==> src/rtl/spi_flash_responder_if.sv <==
// Bus bundle between an SPI flash initiator plus a byte-wide read memory and the responder.
// The slave modport is the responder's view; master is the environment driving it.
interface spi_flash_responder_if;
  logic        flash_csn;
  logic        flash_sck;
  logic        flash_mosi;
  logic        flash_miso;
  logic [23:0] mem_addr;
  logic        mem_req;
  logic [7:0]  mem_rdata;
  logic        busy;
  logic        cmd_error;

  modport slave (
    input  flash_csn, flash_sck, flash_mosi, mem_rdata,
    output flash_miso, mem_addr, mem_req, busy, cmd_error
  );

  modport master (
    output flash_csn, flash_sck, flash_mosi, mem_rdata,
    input  flash_miso, mem_addr, mem_req, busy, cmd_error
  );
endinterface

==> src/rtl/spi_flash_responder.sv <==
// SPI mode-0 flash read responder: decodes 0x03/0x0B reads, streams bytes from a
// 1-cycle-latency memory with a one-byte prefetch, oversampling sck on the system clock.
module spi_flash_responder #(
  parameter int unsigned SCK_MIN_RATIO = 8
) (
  input logic                  clk,
  input logic                  reset,
  spi_flash_responder_if.slave bus
);

  // Two sync stages plus one edge-detect stage need half sck phases of at least 4 clk.
  if (SCK_MIN_RATIO < 8) begin : g_ratio_check
    $error("SCK_MIN_RATIO must be at least 8");
  end

  typedef enum logic [2:0] {StIdle, StCmd, StAddr, StDummy, StData, StIgnore} state_e;

  // Sync vectors: [0] first stage, [1] synchronized value, [2] delayed copy for edges.
  logic [2:0]  csn_sync_q, csn_sync_d;
  logic [2:0]  sck_sync_q, sck_sync_d;
  logic [1:0]  mosi_sync_q, mosi_sync_d;
  state_e      state_q, state_d;
  logic [4:0]  bit_cnt_q, bit_cnt_d;
  logic [22:0] rx_sr_q, rx_sr_d;
  logic [6:0]  tx_sr_q, tx_sr_d;
  logic [7:0]  prefetch_q, prefetch_d;
  logic        rd_pend_q, rd_pend_d;
  logic        fast_q, fast_d;
  logic [23:0] mem_addr_q, mem_addr_d;
  logic        mem_req_q, mem_req_d;
  logic        cmd_error_q, cmd_error_d;
  logic        miso_q, miso_d;

  logic       csn_high, csn_fall, sck_rise, sck_fall, mosi_s;
  logic [7:0] opcode;

  assign csn_high = csn_sync_q[1];
  assign csn_fall = csn_sync_q[2] & ~csn_sync_q[1];
  assign sck_rise = sck_sync_q[1] & ~sck_sync_q[2];
  assign sck_fall = ~sck_sync_q[1] & sck_sync_q[2];
  assign mosi_s   = mosi_sync_q[1];
  assign opcode   = {rx_sr_q[6:0], mosi_s};

  always_comb begin
    csn_sync_d  = {csn_sync_q[1:0], bus.flash_csn};
    sck_sync_d  = {sck_sync_q[1:0], bus.flash_sck};
    mosi_sync_d = {mosi_sync_q[0], bus.flash_mosi};
    state_d     = state_q;
    bit_cnt_d   = bit_cnt_q;
    rx_sr_d     = rx_sr_q;
    tx_sr_d     = tx_sr_q;
    fast_d      = fast_q;
    mem_addr_d  = mem_addr_q;
    mem_req_d   = 1'b0;
    cmd_error_d = 1'b0;
    miso_d      = miso_q;
    rd_pend_d   = mem_req_q;
    prefetch_d  = rd_pend_q ? bus.mem_rdata : prefetch_q;

    // csn high overrides everything, including an sck edge seen in the same cycle.
    if (csn_high) begin
      state_d   = StIdle;
      bit_cnt_d = '0;
      miso_d    = 1'b1;
    end else begin
      unique case (state_q)
        StIdle: begin
          miso_d = 1'b1;
          if (csn_fall) begin
            state_d   = StCmd;
            bit_cnt_d = '0;
            rx_sr_d   = '0;
          end
        end
        StCmd: begin
          miso_d = 1'b1;
          if (sck_rise) begin
            rx_sr_d   = {rx_sr_q[21:0], mosi_s};
            bit_cnt_d = bit_cnt_q + 5'd1;
            if (bit_cnt_q == 5'd7) begin
              bit_cnt_d = '0;
              rx_sr_d   = '0;
              case (opcode)
                8'h03: begin
                  state_d = StAddr;
                  fast_d  = 1'b0;
                end
                8'h0B: begin
                  state_d = StAddr;
                  fast_d  = 1'b1;
                end
                8'hAB: state_d = StIgnore;
                default: begin
                  state_d     = StIgnore;
                  cmd_error_d = 1'b1;
                end
              endcase
            end
          end
        end
        StAddr: begin
          miso_d = 1'b1;
          if (sck_rise) begin
            rx_sr_d   = {rx_sr_q[21:0], mosi_s};
            bit_cnt_d = bit_cnt_q + 5'd1;
            if (bit_cnt_q == 5'd23) begin
              mem_addr_d = {rx_sr_q, mosi_s};
              mem_req_d  = 1'b1;
              bit_cnt_d  = '0;
              state_d    = fast_q ? StDummy : StData;
            end
          end
        end
        StDummy: begin
          miso_d = 1'b1;
          if (sck_rise) begin
            bit_cnt_d = bit_cnt_q + 5'd1;
            if (bit_cnt_q == 5'd7) begin
              bit_cnt_d = '0;
              state_d   = StData;
            end
          end
        end
        StData: begin
          if (sck_fall) begin
            if (bit_cnt_q == 5'd0) begin
              // Byte boundary: emit the prefetched byte and fetch the following one.
              tx_sr_d    = prefetch_q[6:0];
              miso_d     = prefetch_q[7];
              mem_addr_d = mem_addr_q + 24'd1;
              mem_req_d  = 1'b1;
              bit_cnt_d  = 5'd1;
            end else begin
              tx_sr_d   = {tx_sr_q[5:0], 1'b0};
              miso_d    = tx_sr_q[6];
              bit_cnt_d = (bit_cnt_q == 5'd7) ? 5'd0 : bit_cnt_q + 5'd1;
            end
          end
        end
        StIgnore: miso_d = 1'b1;
        default: begin
          state_d = StIdle;
          miso_d  = 1'b1;
        end
      endcase
    end
  end

  always_ff @(posedge clk) begin
    if (reset) begin
      csn_sync_q  <= '0;
      sck_sync_q  <= '0;
      mosi_sync_q <= '0;
      state_q     <= StIdle;
      bit_cnt_q   <= '0;
      rx_sr_q     <= '0;
      tx_sr_q     <= '0;
      prefetch_q  <= '0;
      rd_pend_q   <= 1'b0;
      fast_q      <= 1'b0;
      mem_addr_q  <= '0;
      mem_req_q   <= 1'b0;
      cmd_error_q <= 1'b0;
      miso_q      <= 1'b1;
    end else begin
      csn_sync_q  <= csn_sync_d;
      sck_sync_q  <= sck_sync_d;
      mosi_sync_q <= mosi_sync_d;
      state_q     <= state_d;
      bit_cnt_q   <= bit_cnt_d;
      rx_sr_q     <= rx_sr_d;
      tx_sr_q     <= tx_sr_d;
      prefetch_q  <= prefetch_d;
      rd_pend_q   <= rd_pend_d;
      fast_q      <= fast_d;
      mem_addr_q  <= mem_addr_d;
      mem_req_q   <= mem_req_d;
      cmd_error_q <= cmd_error_d;
      miso_q      <= miso_d;
    end
  end

  assign bus.flash_miso = miso_q;
  assign bus.mem_addr   = mem_addr_q;
  assign bus.mem_req    = mem_req_q;
  assign bus.cmd_error  = cmd_error_q;
  assign bus.busy       = (state_q != StIdle);

endmodule

==> src/flat_wrapper.sv <==
// flat-port wrapper written by rule: the top's interface ports become plain ports
module spi_flash_responder_flat 
#(
  parameter int unsigned SCK_MIN_RATIO = 8
)
  (clk, reset, bus_flash_csn, bus_flash_sck, bus_flash_mosi, bus_mem_rdata, bus_flash_miso, bus_mem_addr, bus_mem_req, bus_busy, bus_cmd_error);
  spi_flash_responder_if bus_i ();
  input logic clk;
  input logic reset;
  input wire logic [$bits(bus_i.flash_csn)-1:0] bus_flash_csn;
  input wire logic [$bits(bus_i.flash_sck)-1:0] bus_flash_sck;
  input wire logic [$bits(bus_i.flash_mosi)-1:0] bus_flash_mosi;
  input wire logic [$bits(bus_i.mem_rdata)-1:0] bus_mem_rdata;
  output wire logic [$bits(bus_i.flash_miso)-1:0] bus_flash_miso;
  output wire logic [$bits(bus_i.mem_addr)-1:0] bus_mem_addr;
  output wire logic [$bits(bus_i.mem_req)-1:0] bus_mem_req;
  output wire logic [$bits(bus_i.busy)-1:0] bus_busy;
  output wire logic [$bits(bus_i.cmd_error)-1:0] bus_cmd_error;
  assign bus_i.flash_csn = bus_flash_csn;
  assign bus_i.flash_sck = bus_flash_sck;
  assign bus_i.flash_mosi = bus_flash_mosi;
  assign bus_i.mem_rdata = bus_mem_rdata;
  assign bus_flash_miso = bus_i.flash_miso;
  assign bus_mem_addr = bus_i.mem_addr;
  assign bus_mem_req = bus_i.mem_req;
  assign bus_busy = bus_i.busy;
  assign bus_cmd_error = bus_i.cmd_error;
  spi_flash_responder #(.SCK_MIN_RATIO(SCK_MIN_RATIO)) u_core (.clk(clk), .reset(reset), .bus(bus_i));
endmodule
==> config.mk <==
export PLATFORM = sky130hd
export DESIGN_NAME = spi_flash_responder_flat
export DESIGN_NICKNAME = d
export VERILOG_FILES = /design/src/rtl/spi_flash_responder_if.sv /design/src/rtl/spi_flash_responder.sv /design/src/flat_wrapper.sv
export SDC_FILE = /design/constraint.sdc
export NUM_CORES = 1
export LEC_CHECK = 0
export CORE_MARGIN = 4
export CORE_UTILIZATION = 30
export DETAILED_ROUTE_END_ITERATION = 10
export GPL_TIMING_DRIVEN = 0
export SYNTH_ARGS = -nofsm -noshare
export SYNTH_HDL_FRONTEND = slang
export SYNTH_SLANG_ARGS = --single-unit
==> constraint.sdc <==
create_clock -name clk -period 2.1 [get_ports clk]
set_input_delay 0.42 -clock clk [delete_from_list [all_inputs] [get_ports clk]]
set_output_delay 0.42 -clock clk [all_outputs]
set_load 0.05 [all_outputs]
==> flow_summary.yaml, run 1 <==
yosys:
  synth_cells: 455
  synth-async-reset-ratio: 0
  synth.yosys.warnings: 0
  synth_mux_area_frac: 0.0430
  synth_enable_flop_cells: 0
  synth_nets: 471
  sequential_to_total_area_share_from_yosys_stat: 0.417
  post_synth.cell_area_avg_sq_um: 8.77
  synth.lib_cells_used.distinct: 61
  post_synth_most_frequent_cells: "83 x sky130_fd_sc_hd__dfxtp_1, 41 x sky130_fd_sc_hd__nand2_1, 40 x sky130_fd_sc_hd__nor2_1"
  post_synth_fa_ha_maj_area_fraction: 0.00941
  synth.most_common_cell: "sky130_fd_sc_hd__dfxtp_1"
  synth_top_area_share: 0.417
  synthTopCellsByArea: "sky130_fd_sc_hd__dfxtp_1 42%, sky130_fd_sc_hd__a22o_1 5.9%, sky130_fd_sc_hd__a21oi_1 4.8%"
  synth_top_family_by_area: "compound AO/OA/AOI/OAI gates"
  synthSimpleGateAreaFrac: 0.232
  ys.flop_type: "sky130_fd_sc_hd__dfxtp_1"
  synth_xor_area_frac: 0
  ys_seq_elements: 83
  synthDominantAreaCellType: "sky130_fd_sc_hd__dfxtp_1"
  complex_gate_fraction_of_the_synthesized_area: 0.245
  syn_area_sq_um: 3990
finish:
  finalInstanceArea_sq_um: 5090
  antenna-diode-count: 0
  multi_input_area_sq_um: 2210
  drive_gt1_frac: 0.151
  layout_area_overhead_pct: 27.6
  area.sequential_sq_um: 1680
  instances_no_fill: 688
  final_net_count: 527
  finalCoreUtilization: 0.397
  fillCellCount: 1312
power:
  seq_power_share: 0.484
  power.switching_uw: 716
  power_density_nw_per_um2: 643
  p_comb_frac: 0.038
  clock_power_share: 0.478
  internal_power_mw: 2.55
  ir_worst_vdd_v: 0.000293
  p_sw_frac: 0.219
  total_leakage_power_nw: 1.89
  totalPowerFinal_mw: 3.27
clock_network:
  clk_pin_slew_worst_paths_ns: 0.06
  cts.sinks: 83
  cts.root.buffer_cell: "sky130_fd_sc_hd__clkbuf_16"
  ctsLongestPathBuffers: 2
  clock_tree_from_tritoncts: "built"
  cts_htree_levels: 3
  number_of_cts_inserted_buffers: 9
  clock_latency_ns: 0.33
critical_path:
  cell_breakdown_of_the_critical_path: "clkdlybuf4s50_1"
  cp.arrival_ns: 1.66
  critPathMaxStageDelay_ns: 0.86
  r2r.worst_path.cells: 6
  regToRegEndpoint: "u_core.bus.mem_addr[21]"
  worst-path-buf-inv: 1
  critPathRequiredTime_ns: 1.68
  endpoint_kind: "output port"
  timing.critical_path.from_type: "flip-flop"
  crit_path_max_fanout: 6
  cp-startpoint: "u_core.bus.mem_addr[20]"
  rr_startpoint: "u_core.bit_cnt_q[2]"
  crit_path_class: "reg2out"
  crit_path_top_delay_cell: "sky130_fd_sc_hd__clkdlybuf4s50_1"
  crit_family: "buffers and inverters"
  timing.reg2reg.setup_slack_ns: 0.05
floorplan:
  core_sq_um: 12800
  dieHeight_um: 123
  pin_count: 41
  initial_utilization: 0.311
  num_rows: 41
  fp.dieArea_sq_um: 15200
  die_width_um: 123
place:
  port_buffer_count: 40
  dp.cells: 667
  dp_hpwl_um: 7850
  dpl-instance-area_sq_um: 4610
  gp_congestion: 0.880
grt:
  grt_start_max_net_pins: 15
  grt_use_total: 0.152
  grt_overflow_total: 0
  grt_pass1_vias: 3555
  grt_antenna_before_repair: 0
  global_route_wire_length_before_repair_um: 18100
sta:
  max_slew.worst_pin.slew_ns: 0.685
  finalMaxSlewViolations: 0
  setup_viol: 0
  post-route-min-period_ns: 2.08
  finClkSkew_ns: 0.00331
  final_hold_viol_count: 0
  slew_headroom: 0.543
  rsz0062_at_grt: "true"
  fmax_mhz: 482
  period_share: 0.989
worst_hold_path:
  timing.hold.worst_path_depth: 1
  worstHoldPathType: "reg2reg"
  min-delay-start: "u_core.csn_sync_q[0]"
  hold_end: "u_core.csn_sync_q[1]"
job:
  max_capacitance_violation_count: 0
outcome:
  status: "completed"
route:
  routed_wire_length_per_instance_um: 16.2
  antenna_left: 0
  first_pass_iters: 4
  drt-total-wl_um: 11200
  drt_first_iter_violations: 239
  route.vias.total: 3687
  drt-vias-per-instance: 5.36
  post-route-drc-count: 0
## layer usage
metal / share of wire / track usage / up-vias / routed length [um]
met5: 0 / 0 / - / 0
met4: 0.025 / 0.0623 / 0 / 285
met3: 0.054 / 0.0311 / 20 / 602
met2: 0.48 / 0.249 / 107 / 5320
met1: 0.44 / 0.195 / 1769 / 4970
li1: - / - / 1791 / -
## state kept, by name, summed over array words and instances (netlist names)
name                   count
u_core.bit_cnt_q           5
u_core.bus.cmd_error       1
u_core.bus.flash_miso      1
u_core.bus.mem_addr       24
u_core.bus.mem_req         1
u_core.csn_sync_q          3
u_core.fast_q              1
u_core.mosi_sync_q         2
u_core.prefetch_q          8
u_core.rd_pend_q           1
u_core.rx_sr_q            23
u_core.sck_sync_q          3
u_core.state_q             3
u_core.tx_sr_q             7
## how the worst max path moves through the flow
stage                     depth (start not counted)  slack (ns)                       to
after floorplan                                   6        0.03  u_core.bus.mem_addr[16]
after global placement                            5       -0.30       u_core.rx_sr_q[21]
after detailed placement                          5       -0.37       u_core.rx_sr_q[21]
after CTS                                         1       0.006         bus_mem_addr[20]
after global routing                              5       -0.07  u_core.bus.mem_addr[20]
final                                             1        0.02         bus_mem_addr[20]
## layout by cell type, fill, tap and decap left out, types with 8 or more instances in the layout
cell	synthesis	routed
sky130_fd_sc_hd__a211oi_1	12	11
sky130_fd_sc_hd__a21oi_1	38	38
sky130_fd_sc_hd__a22o_1	27	27
sky130_fd_sc_hd__buf_2	9	10
sky130_fd_sc_hd__clkbuf_1	13	13
sky130_fd_sc_hd__clkbuf_16	0	9
sky130_fd_sc_hd__clkdlybuf4s50_1	0	30
sky130_fd_sc_hd__dfxtp_1	83	78
sky130_fd_sc_hd__inv_1	9	9
sky130_fd_sc_hd__mux2i_1	16	16
sky130_fd_sc_hd__nand2_1	41	41
sky130_fd_sc_hd__nand2b_1	8	8
sky130_fd_sc_hd__nand3_1	21	20
sky130_fd_sc_hd__nor2_1	40	40
sky130_fd_sc_hd__nor2b_1	13	12
sky130_fd_sc_hd__o21ai_0	23	16
sky130_fd_sc_hd__o21ai_1	3	8
## power groups by stage
stage	sequential, mW	clock (mW)	combinational, mW
after floorplan	1.62	0	0.0689
after global placement	1.62	0	0.118
after detailed placement	1.62	0	0.119
after CTS	1.59	1.60	0.120
after global routing	1.58	1.67	0.134
final	1.58	1.56	0.123
## final cells by class
| type | count | area share |
|---|---|---|
| flip-flops and latches | 83 | 0.330 |
| well taps | 172 | 0.0423 |
| inverters | 9 | 0.00664 |
| clock buffers | 11 | 0.0457 |
| multi-input cells | 333 | 0.435 |
| plain buffers | 30 | 0.0374 |
| repair buffers | 45 | 0.0905 |
| clock inverters | 5 | 0.0125 |
## repair_timing
item / in CTS / in global routing
gates resized for setup: 11 / 42
setup endpoints to repair: 52 / 56
pin swaps: 1 / 6
hold buffers: 0 / 0
setup buffers: 1 / 4
## metrics by stage
stage,hold slack [ns],worst slack [ns],setup TNS (ns)
6_report,0.441,0.0241,0
5_1_grt,0.460,-0.0676,-0.143
4_1_cts,0.447,0.00645,0
3_5_place_dp,0.432,-0.373,-9.39
3_3_place_gp,0.432,-0.300,-7.45
2_1_floorplan,0.414,0.0332,0
## cells by family (layout without fill, tap and decap cells)
family | count (synthesis) | in the layout
AND/OR/NAND/NOR | 172 | 172
AO/OA/AOI/OAI | 141 | 141
flip-flops | 83 | 83
buffers and inverters | 39 | 100
multiplexers | 17 | 17
adder cells (fa/ha/maj) | 3 | 3
Note: power is estimated with default switching activity, not from simulation.
==> inputs of run 2 (changes only) <==
--- a/config.mk
+++ b/config.mk
@@ -7,6 +7,7 @@
 export LEC_CHECK = 0
 export CORE_MARGIN = 4
 export CORE_UTILIZATION = 30
+export CTS_BUF_LIST = sky130_fd_sc_hd__clkbuf_8 sky130_fd_sc_hd__clkbuf_16
 export DETAILED_ROUTE_END_ITERATION = 10
 export GPL_TIMING_DRIVEN = 0
 export SYNTH_ARGS = -nofsm -noshare
==> run 2 against run 1 <==
  * Sequential cell count unchanged
  * Cell count unchanged
  * Register-to-register slack about the same
  * Final area unchanged
==> flow_summary.yaml, run 2 (synthesis gave the netlist of run 1 again) <==
power:
  totalPowerFinal_mw: 3.26
  power.switching_uw: 716
  seq_power_share: 0.485
  total_leakage_power_nw: 1.90
  power_density_nw_per_um2: 641
  ir_worst_vdd_v: 0.000293
  clock_power_share: 0.477
  p_sw_frac: 0.220
  internal_power_mw: 2.54
  p_comb_frac: 0.038
outcome:
  status: "completed"
critical_path:
  endpoint_kind: "output port"
  timing.critical_path.from_type: "flip-flop"
  r2r.worst_path.cells: 7
  crit_path_top_delay_cell: "sky130_fd_sc_hd__clkdlybuf4s50_1"
  crit_path_max_fanout: 6
  critPathRequiredTime_ns: 1.68
  critPathMaxStageDelay_ns: 0.86
  cell_breakdown_of_the_critical_path: "clkdlybuf4s50_1"
  worst-path-buf-inv: 1
  crit_family: "buffers and inverters"
  timing.reg2reg.setup_slack_ns: 0.05
  cp.arrival_ns: 1.66
  crit_path_class: "reg2out"
  logic_depth_of_the_worst_setup_path_including_buffers: 1
finish:
  largest_register_ff_count: 24
  drive_gt1_frac: 0.151
  layout_area_overhead_pct: 27.6
  antenna-diode-count: 0
  layout_commonest_cell: "sky130_fd_sc_hd__dfxtp_1"
  final_net_count: 527
  most-common-layout-cells: "78 x sky130_fd_sc_hd__dfxtp_1, 41 x sky130_fd_sc_hd__nand2_1, 40 x sky130_fd_sc_hd__nor2_1"
route:
  drt-vias-per-instance: 5.36
  routed_wire_length_per_instance_um: 16.3
  met1Wirelength_um: 4980
  drt-total-wl_um: 11200
  drt_first_iter_violations: 239
  routed.top_layer: "met4"
  met3_wirelength_um: 605
  route.vias.total: 3688
  post-route-drc-count: 0
  met2_length_um: 5320
  first_pass_iters: 4
  antenna_left: 0
floorplan:
  initial_utilization: 0.311
  num_rows: 41
  core_sq_um: 12800
  fp.dieArea_sq_um: 15200
  dieHeight_um: 123
  die_width_um: 123
  pin_count: 41
sta:
  period_share: 0.989
  setup_viol: 0
  max_slew.worst_pin.slew_ns: 0.685
  finalWorstSetupSlack_ns: 0.0239
  final_hold_viol_count: 0
  fmax_mhz: 482
  rsz0062_at_grt: "true"
  post-route-min-period_ns: 2.08
  finClkSkew_ns: 0.00331
  finalMaxSlewViolations: 0
  slew_headroom: 0.543
grt:
  grt_use_total: 0.152
  grt_overflow_total: 0
  grt_pass1_vias: 3555
  grt_start_max_net_pins: 15
  global_route_wire_length_before_repair_um: 18100
  grt_antenna_before_repair: 0
place:
  gp_congestion: 0.880
  port_buffer_count: 40
  dp_hpwl_um: 7850
  place_ws_ns: -0.373
clock_network:
  clock_latency_ns: 0.33
  clock_tree_from_tritoncts: "built"
  cts_htree_levels: 3
  number_of_cts_inserted_buffers: 9
  cts.root.buffer_cell: "sky130_fd_sc_hd__clkbuf_16"
  cts.hold.buffers_added: 0
  clk_pin_slew_worst_paths_ns: 0.06
  cts.sinks: 83
  ctsLongestPathBuffers: 2
worst_hold_path:
  timing.hold.worst_path_depth: 1
  worstHoldPathType: "reg2reg"
job:
  max_capacitance_violation_count: 0
[run 2: changes by cell type in the layout (fill, tap and decap cells not counted)]
cell	delta
sky130_fd_sc_hd__clkbuf_1	-2
sky130_fd_sc_hd__inv_1	+2
[run 2: worst paths after layout]
| path | start | endpoint |
|---|---|---|
| worst max-delay path | u_core.bus.mem_addr[20] | bus_mem_addr[20] |
| worst min register to register | u_core.csn_sync_q[0] | u_core.csn_sync_q[1] |
| worst min-delay path | u_core.csn_sync_q[0] | u_core.csn_sync_q[1] |
| worst max register to register | u_core.bit_cnt_q[0] | u_core.bus.mem_addr[21] |
[run 2: metrics by stage]
step	hold slack (ns)	std cells	instance area, sq um	utilization	TNS (ns)
6_report	0.441	688	5090	0.397	0
5_1_grt	0.460	688	5090	0.397	-0.144
4_1_cts	0.447	684	4930	0.384	0
3_5_place_dp	0.432	667	4610	0.359	-9.39
3_3_place_gp	0.432	667	4610	0.359	-7.45
2_1_floorplan	0.414	455	3990	-	0
[run 2: cell type report]
cell class                 instances  area (sq um)
fill                            1312          7740
multi-input combinational        333          2210
sequential                        83          1680
timing repair buffer              45           460
clock buffer                       9           225
tap                              172           215
buffer                            30           190
clock inverter                     7          71.3
inverter                           9          33.8
[run 2: power groups by stage]
stage | logic, mW | clock network [mW] | registers, mW
floorplan | 0.0689 | 0 | 1.62
global placement | 0.118 | 0 | 1.62
detailed placement | 0.119 | 0 | 1.62
CTS | 0.120 | 1.59 | 1.59
global route | 0.134 | 1.66 | 1.58
finish | 0.123 | 1.56 | 1.58
[run 2: per-layer routing]
layer  track usage  vias to the layer above
li1              -                     1790
met1         0.195                     1768
met2         0.249                      110
met3        0.0311                       20
met4        0.0623                        0
met5             0                        -
[run 2: repair_timing]
| item | CTS | global route |
|---|---|---|
| endpoints found under the setup margin | 52 | 56 |
| setup buffers | 1 | 4 |
| pin swaps | 1 | 6 |
| resized for setup | 11 | 42 |
==> inputs of run 3 (changes only) <==
--- a/config.mk
+++ b/config.mk
@@ -7,7 +7,7 @@
 export LEC_CHECK = 0
 export CORE_MARGIN = 4
 export CORE_UTILIZATION = 30
-export CTS_BUF_LIST = sky130_fd_sc_hd__clkbuf_8 sky130_fd_sc_hd__clkbuf_16
+export CTS_BUF_LIST = sky130_fd_sc_hd__clkbuf_8
 export DETAILED_ROUTE_END_ITERATION = 10
 export GPL_TIMING_DRIVEN = 0
 export SYNTH_ARGS = -nofsm -noshare
==> run 3 against run 2 <==
  * Clock power down 28%
  * Setup slack better by 0.015 ns
  * Clock skew up 0.0021 ns
  * Sequential cell count unchanged
  * Final area down 2.4%
  * Combinational power about the same
  * Sequential share of layout area up 0.77 points
  * Critical path depth up 6
  * Via count down 1.6%
==> flow_summary.yaml, run 3 (synthesis gave the netlist of run 1 again) <==
outcome:
  status: "completed"
place:
  port_buffer_count: 40
  dp_hpwl_um: 7850
  dpl-instance-area_sq_um: 4610
  dp.cells: 667
  gp_congestion: 0.880
power:
  seq_power_share: 0.558
  internal_power_mw: 2.17
  clock_power_share: 0.400
  power.switching_uw: 663
  p_comb_frac: 0.043
  totalPowerFinal_mw: 2.83
  total_leakage_power_nw: 1.89
  ir_worst_vdd_v: 0.000272
  power_density_nw_per_um2: 570
  p_sw_frac: 0.234
critical_path:
  critPathRequiredTime_ns: 2.32
  crit_path_class: "reg2reg"
  critPathMaxStageDelay_ns: 0.59
  worst-path-buf-inv: 1
  cell_breakdown_of_the_critical_path: "ha_4, nand4b_1, or4_4, a21o_4, buf_6, a21oi_1, o32ai_2"
  endpoint_kind: "flip-flop"
  r2r.worst_path.cells: 7
  timing.critical_path.from_type: "flip-flop"
  crit_path_top_delay_cell: "sky130_fd_sc_hd__or4_4"
  logic_depth_of_the_worst_setup_path_including_buffers: 7
  crit_path_max_fanout: 10
  crit_family: "simple AND/OR/NAND/NOR gates"
  cp.arrival_ns: 2.28
route:
  routed_wire_length_per_instance_um: 16.1
  drt-vias-per-instance: 5.28
  route.vias.total: 3630
  post-route-drc-count: 0
  first_pass_iters: 4
  antenna_left: 0
  drt_first_iter_violations: 235
  drt-total-wl_um: 11100
clock_network:
  clock_tree_from_tritoncts: "built"
  number_of_cts_inserted_buffers: 9
  cts_htree_levels: 3
  cts.root.buffer_cell: "sky130_fd_sc_hd__clkbuf_8"
  clock_latency_ns: 0.35
  clk_pin_slew_worst_paths_ns: 0.08
  cts.sinks: 83
  ctsLongestPathBuffers: 2
sta:
  max_slew.worst_pin.slew_ns: 0.700
  slew_headroom: 0.533
  setup_viol: 0
  final_hold_viol_count: 0
  fmax_mhz: 485
  post-route-min-period_ns: 2.06
  rsz0062_at_grt: "true"
  finalMaxSlewViolations: 0
  finClkSkew_ns: 0.00542
  period_share: 0.981
finish:
  finalInstanceArea_sq_um: 4970
  final_net_count: 527
  layout_area_overhead_pct: 24.6
  most-common-layout-cells: "79 x sky130_fd_sc_hd__dfxtp_1, 41 x sky130_fd_sc_hd__nand2_1, 40 x sky130_fd_sc_hd__nor2_1"
  antenna-diode-count: 0
  largest_register_ff_count: 24
  layout_commonest_cell: "sky130_fd_sc_hd__dfxtp_1"
  instances_no_fill: 688
  drive_gt1_frac: 0.153
grt:
  grt_use_total: 0.151
  grt_start_max_net_pins: 15
  grt_antenna_before_repair: 0
  grt_pass1_vias: 3535
  global_route_wire_length_before_repair_um: 18000
  grt_overflow_total: 0
floorplan:
  initial_utilization: 0.311
  pin_count: 41
  dieHeight_um: 123
  core_sq_um: 12800
  fp.dieArea_sq_um: 15200
  num_rows: 41
  die_width_um: 123
worst_hold_path:
  worstHoldPathType: "reg2reg"
  timing.hold.worst_path_depth: 1
job:
  max_capacitance_violation_count: 0
## run 3: timing repair
| item | in CTS | in global routing |
|---|---|---|
| setup buffers | 2 | 3 |
| endpoints found under the setup margin | 57 | 55 |
| pin swaps | 1 | 4 |
| hold buffers | 0 | 0 |
| gates resized for setup | 16 | 44 |
| hold endpoints to repair | 0 | 0 |
## run 3: path summary, 6_finish.rpt
kind	startpoint	endpoint	slack [ns]
worst max-delay path	u_core.bit_cnt_q[0]	u_core.bus.mem_addr[21]	0.04
worst min-delay path	u_core.csn_sync_q[0]	u_core.csn_sync_q[1]	0.45
worst min register to register	u_core.csn_sync_q[0]	u_core.csn_sync_q[1]	0.45
worst max register to register	u_core.bit_cnt_q[0]	u_core.bus.mem_addr[21]	0.04
## run 3: area by class of cell
class,instances,area (sq um)
Clock buffer,9,124
Buffer,30,186
Fill cell,1311,7860
Timing Repair Buffer,45,459
Sequential cell,83,1680
Clock inverter,7,71.3
Multi-Input combinational cell,333,2200
Inverter,9,33.8
Tap cell,172,215
## run 3: power by group through the flow
stage / Combinational, mW / Sequential, mW / Clock (mW)
after CTS: 0.120 / 1.58 / 1.17
after global placement: 0.118 / 1.62 / 0
after detailed placement: 0.119 / 1.62 / 0
after global routing: 0.131 / 1.58 / 1.24
after floorplan: 0.0689 / 1.62 / 0
final: 0.121 / 1.58 / 1.13
## run 3: metrics by stage
step | setup slack (ns) | setup TNS, ns | hold slack (ns) | utilization
after floorplan | 0.0332 | 0 | 0.414 | -
after global placement | -0.300 | -7.45 | 0.432 | 0.359
after detailed placement | -0.373 | -9.39 | 0.432 | 0.359
after CTS | 0.00612 | 0 | 0.453 | 0.378
after global routing | -0.0746 | -0.173 | 0.465 | 0.387
final | 0.0390 | 0 | 0.449 | 0.387
## run 3: worst reg2reg max path: stages, from the launching register on
cell and delay, ns:
sky130_fd_sc_hd__dfxtp_4 0.37, sky130_fd_sc_hd__ha_4 0.15, sky130_fd_sc_hd__nand4b_1 0.15, sky130_fd_sc_hd__or4_4 0.59, sky130_fd_sc_hd__a21o_4 0.26, sky130_fd_sc_hd__buf_6 0.15
sky130_fd_sc_hd__a21oi_1 0.16, sky130_fd_sc_hd__o32ai_2 0.10
## run 3: layer usage
metal,up-vias,track usage,part of all wire
li1,1792,-,-
met1,1740,0.197,0.46
met2,81,0.244,0.48
met3,17,0.0311,0.041
met4,0,0.0623,0.022
met5,-,0,0
